**config.mk**
```make
export PLATFORM = sky130hd
export DESIGN_NAME = lut_loader
export DESIGN_NICKNAME = d
export VERILOG_FILES = /design/src/rtl/ann_mem_pkg.sv /design/src/rtl/lut_loader.sv
export SDC_FILE = /design/constraint.sdc
export NUM_CORES = 1
export LEC_CHECK = 0
export CORE_MARGIN = 2
export CORE_UTILIZATION = 51
export DETAILED_ROUTE_END_ITERATION = 10
export PLACE_DENSITY = 0.94
export SYNTH_ARGS = -nofsm -noshare
export SYNTH_HDL_FRONTEND = slang
export SYNTH_SLANG_ARGS = --single-unit
export TNS_END_PERCENT = 1
```
**constraint.sdc**
```tcl
create_clock -name clk -period 2.85 [get_ports clk]
set_input_delay 0.285 -clock clk [delete_from_list [all_inputs] [get_ports clk]]
set_output_delay 0.285 -clock clk [all_outputs]
set_load 0.05 [all_outputs]
```
**src/rtl/ann_mem_pkg.sv**
```systemverilog
// Shared definitions for the activation LUT memory and its write-side loader.
// The memory and the loader both size themselves from these constants.
package ann_mem_pkg;

  localparam int LUT_ADDR_W = 8;
  localparam int LUT_DATA_W = 16;
  localparam int LUT_DEPTH  = 256;

  typedef enum logic [2:0] {
    ST_IDLE  = 3'd0,
    ST_LO    = 3'd1,
    ST_HI    = 3'd2,
    ST_WRITE = 3'd3,
    ST_DONE  = 3'd4
  } lut_state_e;

endpackage

```
**src/rtl/lut_loader.sv**
```systemverilog
// Byte-stream loader for the activation LUT: pairs bytes low-first into words
// and writes them to sequential addresses 0..DEPTH-1, then pulses done.
//
// state    | meaning
// ---------+-----------------------------------------------------------
// ST_IDLE  | waiting for start; no byte acceptance
// ST_LO    | accepting the low byte of the current word
// ST_HI    | accepting the high byte of the current word
// ST_WRITE | wr_en asserted for the assembled word at the current address
// ST_DONE  | one-cycle done pulse after the last word, then back to idle
module lut_loader
  import ann_mem_pkg::*;
#(
  parameter int ADDR_W = LUT_ADDR_W,
  parameter int DATA_W = LUT_DATA_W,
  parameter int DEPTH  = LUT_DEPTH
) (
  input  logic              clk,
  input  logic              rst,
  input  logic              start,
  input  logic              abort,
  input  logic              in_valid,
  output logic              in_ready,
  input  logic [7:0]        in_byte,
  output logic              wr_en,
  output logic [ADDR_W-1:0] wr_addr,
  output logic [DATA_W-1:0] wr_data,
  output logic              busy,
  output logic              done
);

  // Terminal address: the load ends here, so the counter never wraps.
  localparam logic [ADDR_W-1:0] LAST_ADDR = ADDR_W'(DEPTH - 1);

  lut_state_e        state, state_n;
  logic [ADDR_W-1:0] cnt;
  logic [7:0]        lo_q;
  logic [DATA_W-1:0] data_q;
  logic              cnt_clr, cnt_inc, lo_ld, hi_ld;

  always_ff @(posedge clk or posedge rst) begin
    if (rst) state <= ST_IDLE;
    else     state <= state_n;
  end

  always_ff @(posedge clk or posedge rst) begin
    if (rst) begin
      cnt    <= '0;
      lo_q   <= '0;
      data_q <= '0;
    end else begin
      if (cnt_clr)      cnt <= '0;
      else if (cnt_inc) cnt <= cnt + ADDR_W'(1);
      if (lo_ld) lo_q <= in_byte;
      if (hi_ld) data_q <= DATA_W'({in_byte, lo_q});
    end
  end

  always_comb begin
    state_n  = state;
    in_ready = 1'b0;
    busy     = 1'b0;
    done     = 1'b0;
    wr_en    = 1'b0;
    cnt_clr  = 1'b0;
    cnt_inc  = 1'b0;
    lo_ld    = 1'b0;
    hi_ld    = 1'b0;
    case (state)
      ST_IDLE: begin
        if (start) begin
          state_n = ST_LO;
          cnt_clr = 1'b1;
        end
      end
      ST_LO: begin
        in_ready = 1'b1;
        busy     = 1'b1;
        if (abort) state_n = ST_IDLE;
        else if (in_valid) begin
          lo_ld   = 1'b1;
          state_n = ST_HI;
        end
      end
      ST_HI: begin
        in_ready = 1'b1;
        busy     = 1'b1;
        if (abort) state_n = ST_IDLE;
        else if (in_valid) begin
          hi_ld   = 1'b1;
          state_n = ST_WRITE;
        end
      end
      ST_WRITE: begin
        busy = 1'b1;
        // Abort wins over the write so a cancelled load leaves no half-step.
        if (abort) state_n = ST_IDLE;
        else begin
          wr_en = 1'b1;
          if (cnt == LAST_ADDR) state_n = ST_DONE;
          else begin
            cnt_inc = 1'b1;
            state_n = ST_LO;
          end
        end
      end
      ST_DONE: begin
        done    = 1'b1;
        state_n = ST_IDLE;
      end
      default: state_n = ST_IDLE;
    endcase
  end

  assign wr_addr = cnt;
  assign wr_data = data_q;

endmodule

```
==> results of run 1 <==
## sequential cells by signal, summed over array words and instances, names as in the netlist
register	count
state	3
wr_addr	8
lo_q	8
wr_data	16
## logic make-up (layout without fill, tap and decap cells)
family | count (synthesis) | after routing | share of synthesized area
AOI/OAI and AO/OA | 10 | 10 | 0.05023
xor gates and xnor gates | 2 | 2 | 0.01099
adders and majority gates | 1 | 1 | 0.007848
buffers and inverters | 4 | 49 | 0.01962
DFF | 35 | 35 | 0.5495
muxes | 29 | 29 | 0.2245
and+or+nand+nor | 35 | 35 | 0.1374
## power groups by stage
stage | clock network (mW) | registers (mW) | logic [mW]
after CTS | 0.274 | 0.779 | 1.01
after detailed placement | 0 | 0.789 | 1.01
after global routing | 0.302 | 0.798 | 1.05
after floorplan | 0 | 1.10 | 0.380
final | 0.267 | 0.779 | 1.00
after global placement | 0 | 0.773 | 0.983
## worst max-delay path: stages, from the launching register on
cell and delay (ps):
dfrtp_1 550, and2b_1 250, nor2_1 70, nor2_1 100
clkdlybuf4s50_1 810
## per-stage QoR
step             util  power [mW]  hold slack, ps
2_1_floorplan       -       1.480           355.8
3_3_place_gp   0.6713       1.756           482.3
3_5_place_dp   0.6713       1.800           494.7
4_1_cts        0.6900       2.065           384.3
5_1_grt        0.6900       2.149           394.8
6_report       0.6900       2.050           379.5
## final cells by class
class / instances / area (µm²)
Fill cell: 224 / 930.9
Sequential cell: 35 / 875.8
Multi-Input combinational cell: 77 / 686.9
Timing Repair Buffer: 41 / 407.9
Clock buffer: 6 / 51.30
Tap cell: 33 / 41.29
Clock inverter: 1 / 5.005
Inverter: 1 / 3.754
## synthesized netlist by cell type, types with 2 or more instances
cell type / number / area share
a21oi_1: 2 / 0.0063
and3_1: 2 / 0.0078
buf_6: 2 / 0.014
dfrtp_1: 35 / 0.55
mux2_2: 14 / 0.099
mux2_4: 10 / 0.094
mux2i_1: 5 / 0.031
nand2_1: 6 / 0.014
nor2_1: 10 / 0.024
nor3_1: 3 / 0.0094
o211ai_1: 2 / 0.0094
o21ai_0: 2 / 0.0063
o31ai_1: 2 / 0.0094
## metal layers
layer | track usage | part of all wire | vias up
li1 | - | - | 503
met1 | 0.2496 | 0.44 | 549
met2 | 0.3090 | 0.52 | 23
met3 | 0.05195 | 0.029 | 2
met4 | 0.06667 | 0.012 | 0
met5 | 0 | 0 | -
## final timing paths
path | to | cells past startpoint
setup / recovery | in_ready | 4
hold / removal | wr_data[9] | 3
setup reg to reg | wr_addr[6] | 5
hold reg to reg | wr_data[5] | 1
max in group asynchronous | wr_addr[3] | 3
min in group clk | wr_data[5] | 1
==> results.sh, run 1 <==
export IMPL_placed_cells=187
export IMPL_fin_crit_sh=0.8332
export IMPL_layout_commonest_cell="clkdlybuf4s50_1"
export IMPL_routedWlPerCell_um=16.23
export IMPL_reg2reg_setup_slack_ps=1250
export IMPL_drive_above_1_share=0.2484
export IMPL_vias_per_cell=5.552
export IMPL_grt_first_pass_wirelength_um=4933
export IMPL_die_area_um2=3589
export IMPL_maxCapViolations=0
export IMPL_max_slew_margin=0.5874
export IMPL_cp_required_ps=2570
export IMPL_p_comb_frac=0.490
export IMPL_post_cts_buffers=0
export IMPL_async_flop_share=1.000
export IMPL_gr_total_overflow=0
export IMPL_ant_nets=0
export IMPL_yosys_warnings=0
export IMPL_startpoint="state[0]"
export IMPL_dieWidth_um=59.91
export IMPL_seqPwrFrac=0.380
export IMPL_hold_viol_final=0
export IMPL_htreeDepth=2
export IMPL_ios=41
export IMPL_numPortBuffers=40
export IMPL_cts_tree="built"
export IMPL_end_kind="output port"
export IMPL_die_height_um=59.91
export IMPL_syn_num_nets=130
export IMPL_pwr_share_clk=0.130
export IMPL_setup_tns_final_ps=0
export IMPL_max_vdd_ir_drop_mv=0.6730
export IMPL_place_congestion=0.7133
export IMPL_synth_seq_cells=35
export IMPL_final_cell_mix="clkdlybuf4s50_1 (40), dfrtp_1 (35), mux2_2 (14), mux2_4 (10), nor2_1 (10)"
export IMPL_slew_violations=0
export IMPL_syn2layout_area_growth_pct=29.98
export IMPL_ctsResizeCount=0
export IMPL_grt_max_degree=36
export IMPL_crit_fanout=8
export IMPL_final_area_um2=2072
export IMPL_timing_final_crit_period_ps=2375
export IMPL_dpl_hpwl_um=2316
export IMPL_finalWirelength_um=3148
export IMPL_clkLatencyLatePin_ps=320
export IMPL_track_usage=0.1918
export IMPL_yosysUniqueCellTypes=34
export IMPL_power_net_switching_mw=0.8671
export IMPL_path_clk_slew_ps=110
export IMPL_post_dp_cell_area_um2=2016
export IMPL_avgSynthCellArea_um2=13.74
export IMPL_core_um2=3003
export IMPL_start_kind="flip-flop"
export IMPL_power_density_nw_per_um2=989.6
export IMPL_status="finished clean"
export IMPL_worst_slack_ps=475.3
export IMPL_crit_arrival_ps=2090
export IMPL_dp_worst_setup_slack_ps=570.8
export IMPL_clockRootBuffer="clkbuf_4"
export IMPL_ctsHoldBuffers=0
export IMPL_synth_ff_type="dfrtp_1"
export IMPL_rsz0062_at_grt="false"
export IMPL_regToRegStartpoint="wr_addr[0]"
export IMPL_p_int_mw=1.183
export IMPL_critical_path_class="flip-flop to output port"
export IMPL_row_count=20
export IMPL_cts_sinks=35
export IMPL_max_freq_mhz=421.1
export IMPL_grt_pass1_vias=1050
export IMPL_start_util=0.5308
export IMPL_drc=0
export IMPL_first_pass_iters=4
export IMPL_swShare=0.4229
export IMPL_fin_worst_skew_ps=15.18
export IMPL_fin_nets=175
export IMPL_hold_path_class="input port to async pin"
export IMPL_finalSetupViolCount=0
export IMPL_syn_instance_count=116
export IMPL_yosysSeqAreaShare=0.5495
export IMPL_cts_buffers=5
export IMPL_leakage_nw=0.9386
export IMPL_antenna_found_initial=0
export IMPL_synth_area_um2=1594
export IMPL_vias=1077
export IMPL_layoutNonFillerInstCount=194
export IMPL_cts_buffer_depth=2
export IMPL_worstMarginPinSlew_ps=610.2
export IMPL_first_iter_violations=29
export IMPL_antenna_cells=0
export IMPL_synth_edff_count=0
Note: power is estimated with default switching activity, not from simulation.
==> run 2, diff against run 1 <==
--- a/config.mk
+++ b/config.mk
@@ -6,9 +6,9 @@
 export NUM_CORES = 1
 export LEC_CHECK = 0
 export CORE_MARGIN = 2
-export CORE_UTILIZATION = 51
+export CORE_UTILIZATION = 43
 export DETAILED_ROUTE_END_ITERATION = 10
-export PLACE_DENSITY = 0.94
+export PLACE_DENSITY = 0.86
 export SYNTH_ARGS = -nofsm -noshare
 export SYNTH_HDL_FRONTEND = slang
 export SYNTH_SLANG_ARGS = --single-unit
==> constraint.sdc (replaced) <==
create_clock -name clk -period 2.15 [get_ports clk]
set_input_delay 0.215 -clock clk [delete_from_list [all_inputs] [get_ports clk]]
set_output_delay 0.215 -clock clk [all_outputs]
set_load 0.05 [all_outputs]
==> run 2 against run 1 <==
Via count fell by 0.65%. Clock-buffer cell count unchanged. Hold slack got worse by 120 ps. Clock power grew 72%. Combinational power grew 32%. Critical path type unchanged. Design area up 3.3%.
==> results.sh, run 2 (synthesis gave the netlist of run 1 again) <==
export IMPL_wl_met3_um=144
export IMPL_cp_slowest_cell="clkdlybuf4s50_1"
export IMPL_ios=41
export IMPL_cp_required_ps=1930
export IMPL_place_congestion=0.8214
export IMPL_swShare=0.4144
export IMPL_core_um2=3606
export IMPL_post_cts_buffers=0
export IMPL_status="finished clean"
export IMPL_syn2layout_area_growth_pct=34.22
export IMPL_numPortBuffers=40
export IMPL_drive_above_1_share=0.2638
export IMPL_grt_first_pass_wirelength_um=5154
export IMPL_startpoint="wr_addr[2]"
export IMPL_crit_fanout=7
export IMPL_drc=0
export IMPL_fin_hold_ws_ps=256.0
export IMPL_hold_path_class="input port to async pin"
export IMPL_pwr_share_clk=0.163
export IMPL_first_iter_violations=87
export IMPL_ctsHoldBuffers=0
export IMPL_route_met2_wl_um=1579
export IMPL_end_kind="output port"
export IMPL_cts_sinks=35
export IMPL_worstMarginPinSlew_ps=516.4
export IMPL_vias_per_cell=5.071
export IMPL_track_usage=0.1662
export IMPL_reg2reg_setup_slack_ps=540
export IMPL_cts_buffer_depth=2
export IMPL_cp_num_cells=1
export IMPL_maxCapViolations=0
export IMPL_dieWidth_um=64.89
export IMPL_cts_buffers=5
export IMPL_max_slew_margin=0.6554
export IMPL_dpl_hpwl_um=2246
export IMPL_start_util=0.4421
export IMPL_crit_chain="clkdlybuf4s50_1"
export IMPL_crit_family="buffers and inverters"
export IMPL_finalSetupViolCount=0
export IMPL_p_comb_frac=0.469
export IMPL_slowest_delay_ps=850
export IMPL_timing_final_crit_period_ps=1814
export IMPL_cp_endpoint="wr_addr[2]"
export IMPL_reg2reg_to="wr_addr[6]"
export IMPL_die_height_um=64.89
export IMPL_path_clk_slew_ps=70
export IMPL_hold_viol_final=0
export IMPL_routedWlPerCell_um=14.80
export IMPL_htreeDepth=2
export IMPL_layout_commonest_cell="clkdlybuf4s50_1"
export IMPL_p_int_mw=1.649
export IMPL_setup_tns_final_ps=0
export IMPL_grt_pass1_vias=1095
export IMPL_max_freq_mhz=551.4
export IMPL_fin_worst_skew_ps=5.534
export IMPL_power_net_switching_mw=1.167
export IMPL_r2r_cells=4
export IMPL_rsz0062_at_grt="false"
export IMPL_power_density_nw_per_um2=1316
export IMPL_fin_nets=176
export IMPL_wl_met1_um=1332
export IMPL_fin_crit_sh=0.8435
export IMPL_cts_tree="built"
export IMPL_ant_nets=0
export IMPL_slew_violations=0
export IMPL_vias=1070
export IMPL_row_count=22
export IMPL_largest_register_ffs=16
export IMPL_die_area_um2=4210
export IMPL_finalWirelength_um=3123
export IMPL_first_pass_iters=4
export IMPL_regToRegStartpoint="state[2]"
export IMPL_antenna_found_initial=0
export IMPL_ctsResizeCount=0
export IMPL_gr_total_overflow=0
export IMPL_antenna_cells=0
export IMPL_total_power_mw=2.816
export IMPL_clockRootBuffer="clkbuf_8"
export IMPL_post_dp_cell_area_um2=2049
export IMPL_max_vdd_ir_drop_mv=0.6897
export IMPL_grt_max_degree=23
export IMPL_final_area_um2=2140
export IMPL_start_kind="flip-flop"
export IMPL_crit_arrival_ps=1600
export IMPL_final_cell_mix="clkdlybuf4s50_1 (36), dfrtp_1 (35), mux2_2 (14), mux2_4 (10), nor2_1 (10)"
export IMPL_topRoutingLayerUsed="met4"
export IMPL_clkLatencyLatePin_ps=290
export IMPL_seqPwrFrac=0.368
export IMPL_leakage_nw=0.9839
export IMPL_crit_buf_inv=1
export IMPL_critical_path_class="flip-flop to output port"
export IMPL_n_fill_cell=291
==> run 2: metal layers <==
metal	GRT usage	up-vias
met2	0.2655	28
met3	0.04688	6
met4	0.08511	0
met5	0	-
met1	0.2052	532
li1	-	504
==> run 2: cell type report <==
type	count	area, µm²	share of cell area
Tap cell	48	60.06	0.02807
Multi-Input combinational cell	77	686.9	0.3211
Clock inverter	2	12.51	0.005848
Timing Repair Buffer	42	427.9	0.2000
Clock buffer	6	72.57	0.03392
Sequential cell	35	875.8	0.4094
Inverter	1	3.754	0.001754
==> run 2: worst min-delay path by stage <==
stage	cells after the start	to
global placement	1	wr_data[7]
finish	2	wr_addr[4]
detailed placement	1	wr_data[2]
CTS	2	wr_addr[4]
floorplan	1	state[1]
global route	2	wr_addr[2]
==> run 2: power by group through the flow <==
stage,Combinational (mW),Clock (mW),Sequential (mW)
6_report,1.32,0.458,1.04
5_1_grt,1.39,0.505,1.07
4_1_cts,1.34,0.470,1.04
3_5_place_dp,1.33,0,1.05
3_3_place_gp,1.32,0,1.03
2_1_floorplan,0.503,0,1.46
==> run 2: metrics by stage <==
step,std cells,setup WS (ps),util
finish,211,336.4,0.5933
global route,211,288.3,0.5933
CTS,211,3.799,0.5920
detailed placement,203,285.4,0.5684
global placement,203,379.7,0.5684
floorplan,116,336.6,-
==> run 3, diff against run 2 <==
==> constraint.sdc (replaced) <==
create_clock -name clk -period 1.6 [get_ports clk]
set_input_delay 0.16 -clock clk [delete_from_list [all_inputs] [get_ports clk]]
set_output_delay 0.16 -clock clk [all_outputs]
set_load 0.05 [all_outputs]
==> run 3 against run 2 <==
Design area increased by 3.6%. Clock skew increased by 1.5 ps. Die area unchanged. Power increased by 48%. Via count increased by 0.93%. Combinational power increased by 38%. Critical path type unchanged.
==> results.sh, run 3 (synthesis gave the netlist of run 1 again) <==
export IMPL_status="finished clean"
export IMPL_cts_buffer_depth=2
export IMPL_die_height_um=64.89
export IMPL_fin_hold_ws_ps=278.0
export IMPL_vias=1080
export IMPL_crit_arrival_ps=1370
export IMPL_layout_commonest_cell="buf_4"
export IMPL_numPortBuffers=40
export IMPL_grt_first_pass_wirelength_um=5188
export IMPL_worstMarginPinSlew_ps=438.1
export IMPL_worst_slack_ps=67.36
export IMPL_cp_required_ps=1440
export IMPL_final_cell_mix="buf_4 (30), dfrtp_1 (27), mux2_2 (14), clkdlybuf4s50_1 (12), mux2_4 (10)"
export IMPL_clockRootBuffer="clkbuf_8"
export IMPL_power_density_nw_per_um2=1875
export IMPL_clkLatencyLatePin_ps=280
export IMPL_htreeDepth=2
export IMPL_end_kind="output port"
export IMPL_slowest_delay_ps=480
export IMPL_critical_path_class="flip-flop to output port"
export IMPL_drive_above_1_share=0.5090
export IMPL_fin_nets=180
export IMPL_slew_violations=0
export IMPL_grt_pass1_vias=1083
export IMPL_pwr_share_clk=0.223
export IMPL_rsz0062_at_grt="false"
export IMPL_antenna_cells=0
export IMPL_max_vdd_ir_drop_mv=0.7968
export IMPL_r2r_cells=4
export IMPL_cts_sinks=35
export IMPL_hold_path_class="input port to async pin"
export IMPL_reg2reg_to="wr_addr[6]"
export IMPL_seqPwrFrac=0.339
export IMPL_maxCapViolations=0
export IMPL_finish_utilization=0.6145
export IMPL_dp_worst_setup_slack_ps=-79.93
export IMPL_regToRegStartpoint="state[2]"
export IMPL_ant_nets=0
export IMPL_reg2reg_setup_slack_ps=120
export IMPL_largest_register_ffs=16
export IMPL_max_freq_mhz=652.5
export IMPL_leakage_nw=1.040
export IMPL_grt_max_degree=36
export IMPL_setup_tns_final_ps=0
export IMPL_max_slew_margin=0.7080
export IMPL_dpl_hpwl_um=2253
export IMPL_power_net_switching_mw=1.594
export IMPL_start_kind="flip-flop"
export IMPL_syn2layout_area_growth_pct=39.01
export IMPL_vias_per_cell=5.023
export IMPL_swShare=0.3836
export IMPL_routedWlPerCell_um=14.32
export IMPL_row_count=22
export IMPL_ios=41
export IMPL_first_iter_violations=91
export IMPL_cp_slowest_cell="dfrtp_2"
export IMPL_crit_fanout=8
export IMPL_path_clk_slew_ps=70
export IMPL_finalWirelength_um=3078
export IMPL_crit_buf_inv=1
export IMPL_fin_crit_sh=0.9579
export IMPL_cts_tree="built"
export IMPL_finalSetupViolCount=0
export IMPL_crit_chain="and2b_2 -> nor2_1 -> nor2_2 -> buf_12"
export IMPL_core_um2=3606
export IMPL_p_int_mw=2.560
export IMPL_drc=0
export IMPL_start_util=0.4421
export IMPL_track_usage=0.1670
export IMPL_place_congestion=0.8536
export IMPL_cts_buffers=5
export IMPL_die_area_um2=4210
export IMPL_timing_final_crit_period_ps=1533
export IMPL_gr_total_overflow=0
export IMPL_p_comb_frac=0.439
export IMPL_dieWidth_um=64.89
export IMPL_antenna_found_initial=0
export IMPL_crit_family="flip-flops"
export IMPL_first_pass_iters=4
export IMPL_hold_viol_final=0
export IMPL_fin_worst_skew_ps=7.015
-- run 3: worst register-to-register path, stage by stage (launching register included) --
cell and delay (ps):
dfrtp_1 430, and4bb_4 360, o21a_2 220, and3_1 190, mux2i_1 190
-- run 3: timing repair --
action / 4_1_cts / 5_1_grt
hold buffers: 0 / 0
gates resized for setup: 2 / 2
endpoints found under the setup margin: 1 / 1
buffers inserted: 0 / 0
-- run 3: through the flow --
step / total power, mW / instance area (µm²) / cells
2_1_floorplan: 2.646 / 1619 / 116
3_3_place_gp: 3.186 / 2077 / 207
3_5_place_dp: 3.244 / 2077 / 207
4_1_cts: 4.186 / 2213 / 215
5_1_grt: 4.366 / 2216 / 215
6_report: 4.154 / 2216 / 215
-- run 3: routing by layer --
layer | global-route usage | vias to the layer above | part of all wire
li1 | - | 522 | -
met1 | 0.2174 | 524 | 0.44
met2 | 0.2526 | 27 | 0.49
met3 | 0.04688 | 7 | 0.042
met4 | 0.08777 | 0 | 0.025
met5 | 0 | - | 0
-- run 3: layout make-up --
cell class              count  area [µm²]
clock buffers               6       72.57
clock inverters             2       60.06
fillers                   273        1390
inverters                   1       3.754
multi-input cells          77       708.2
flip-flops and latches     35       885.9
well taps                  48       60.06
repair buffers             46       425.4
-- run 3: worst max-delay path by stage --
stage / start / endpoint / slack (ps) / depth (start not counted)
after floorplan: wr_addr[6] / wr_addr[6] / 3 / 4
after global placement: abort / wr_addr[6] / -30 / 5
after detailed placement: abort / wr_addr[6] / -80 / 5
after CTS: state[1] / in_ready / 30 / 4
after global routing: state[0] / in_ready / 20 / 4
final: state[0] / in_ready / 70 / 4
-- run 3: power groups by stage --
stage | sequential, mW | clock, mW | combinational (mW)
2_1_floorplan | 1.97 | 0 | 0.679
3_3_place_gp | 1.39 | 0 | 1.80
3_5_place_dp | 1.42 | 0 | 1.83
4_1_cts | 1.41 | 0.940 | 1.84
5_1_grt | 1.45 | 1.00 | 1.91
6_report | 1.41 | 0.924 | 1.82
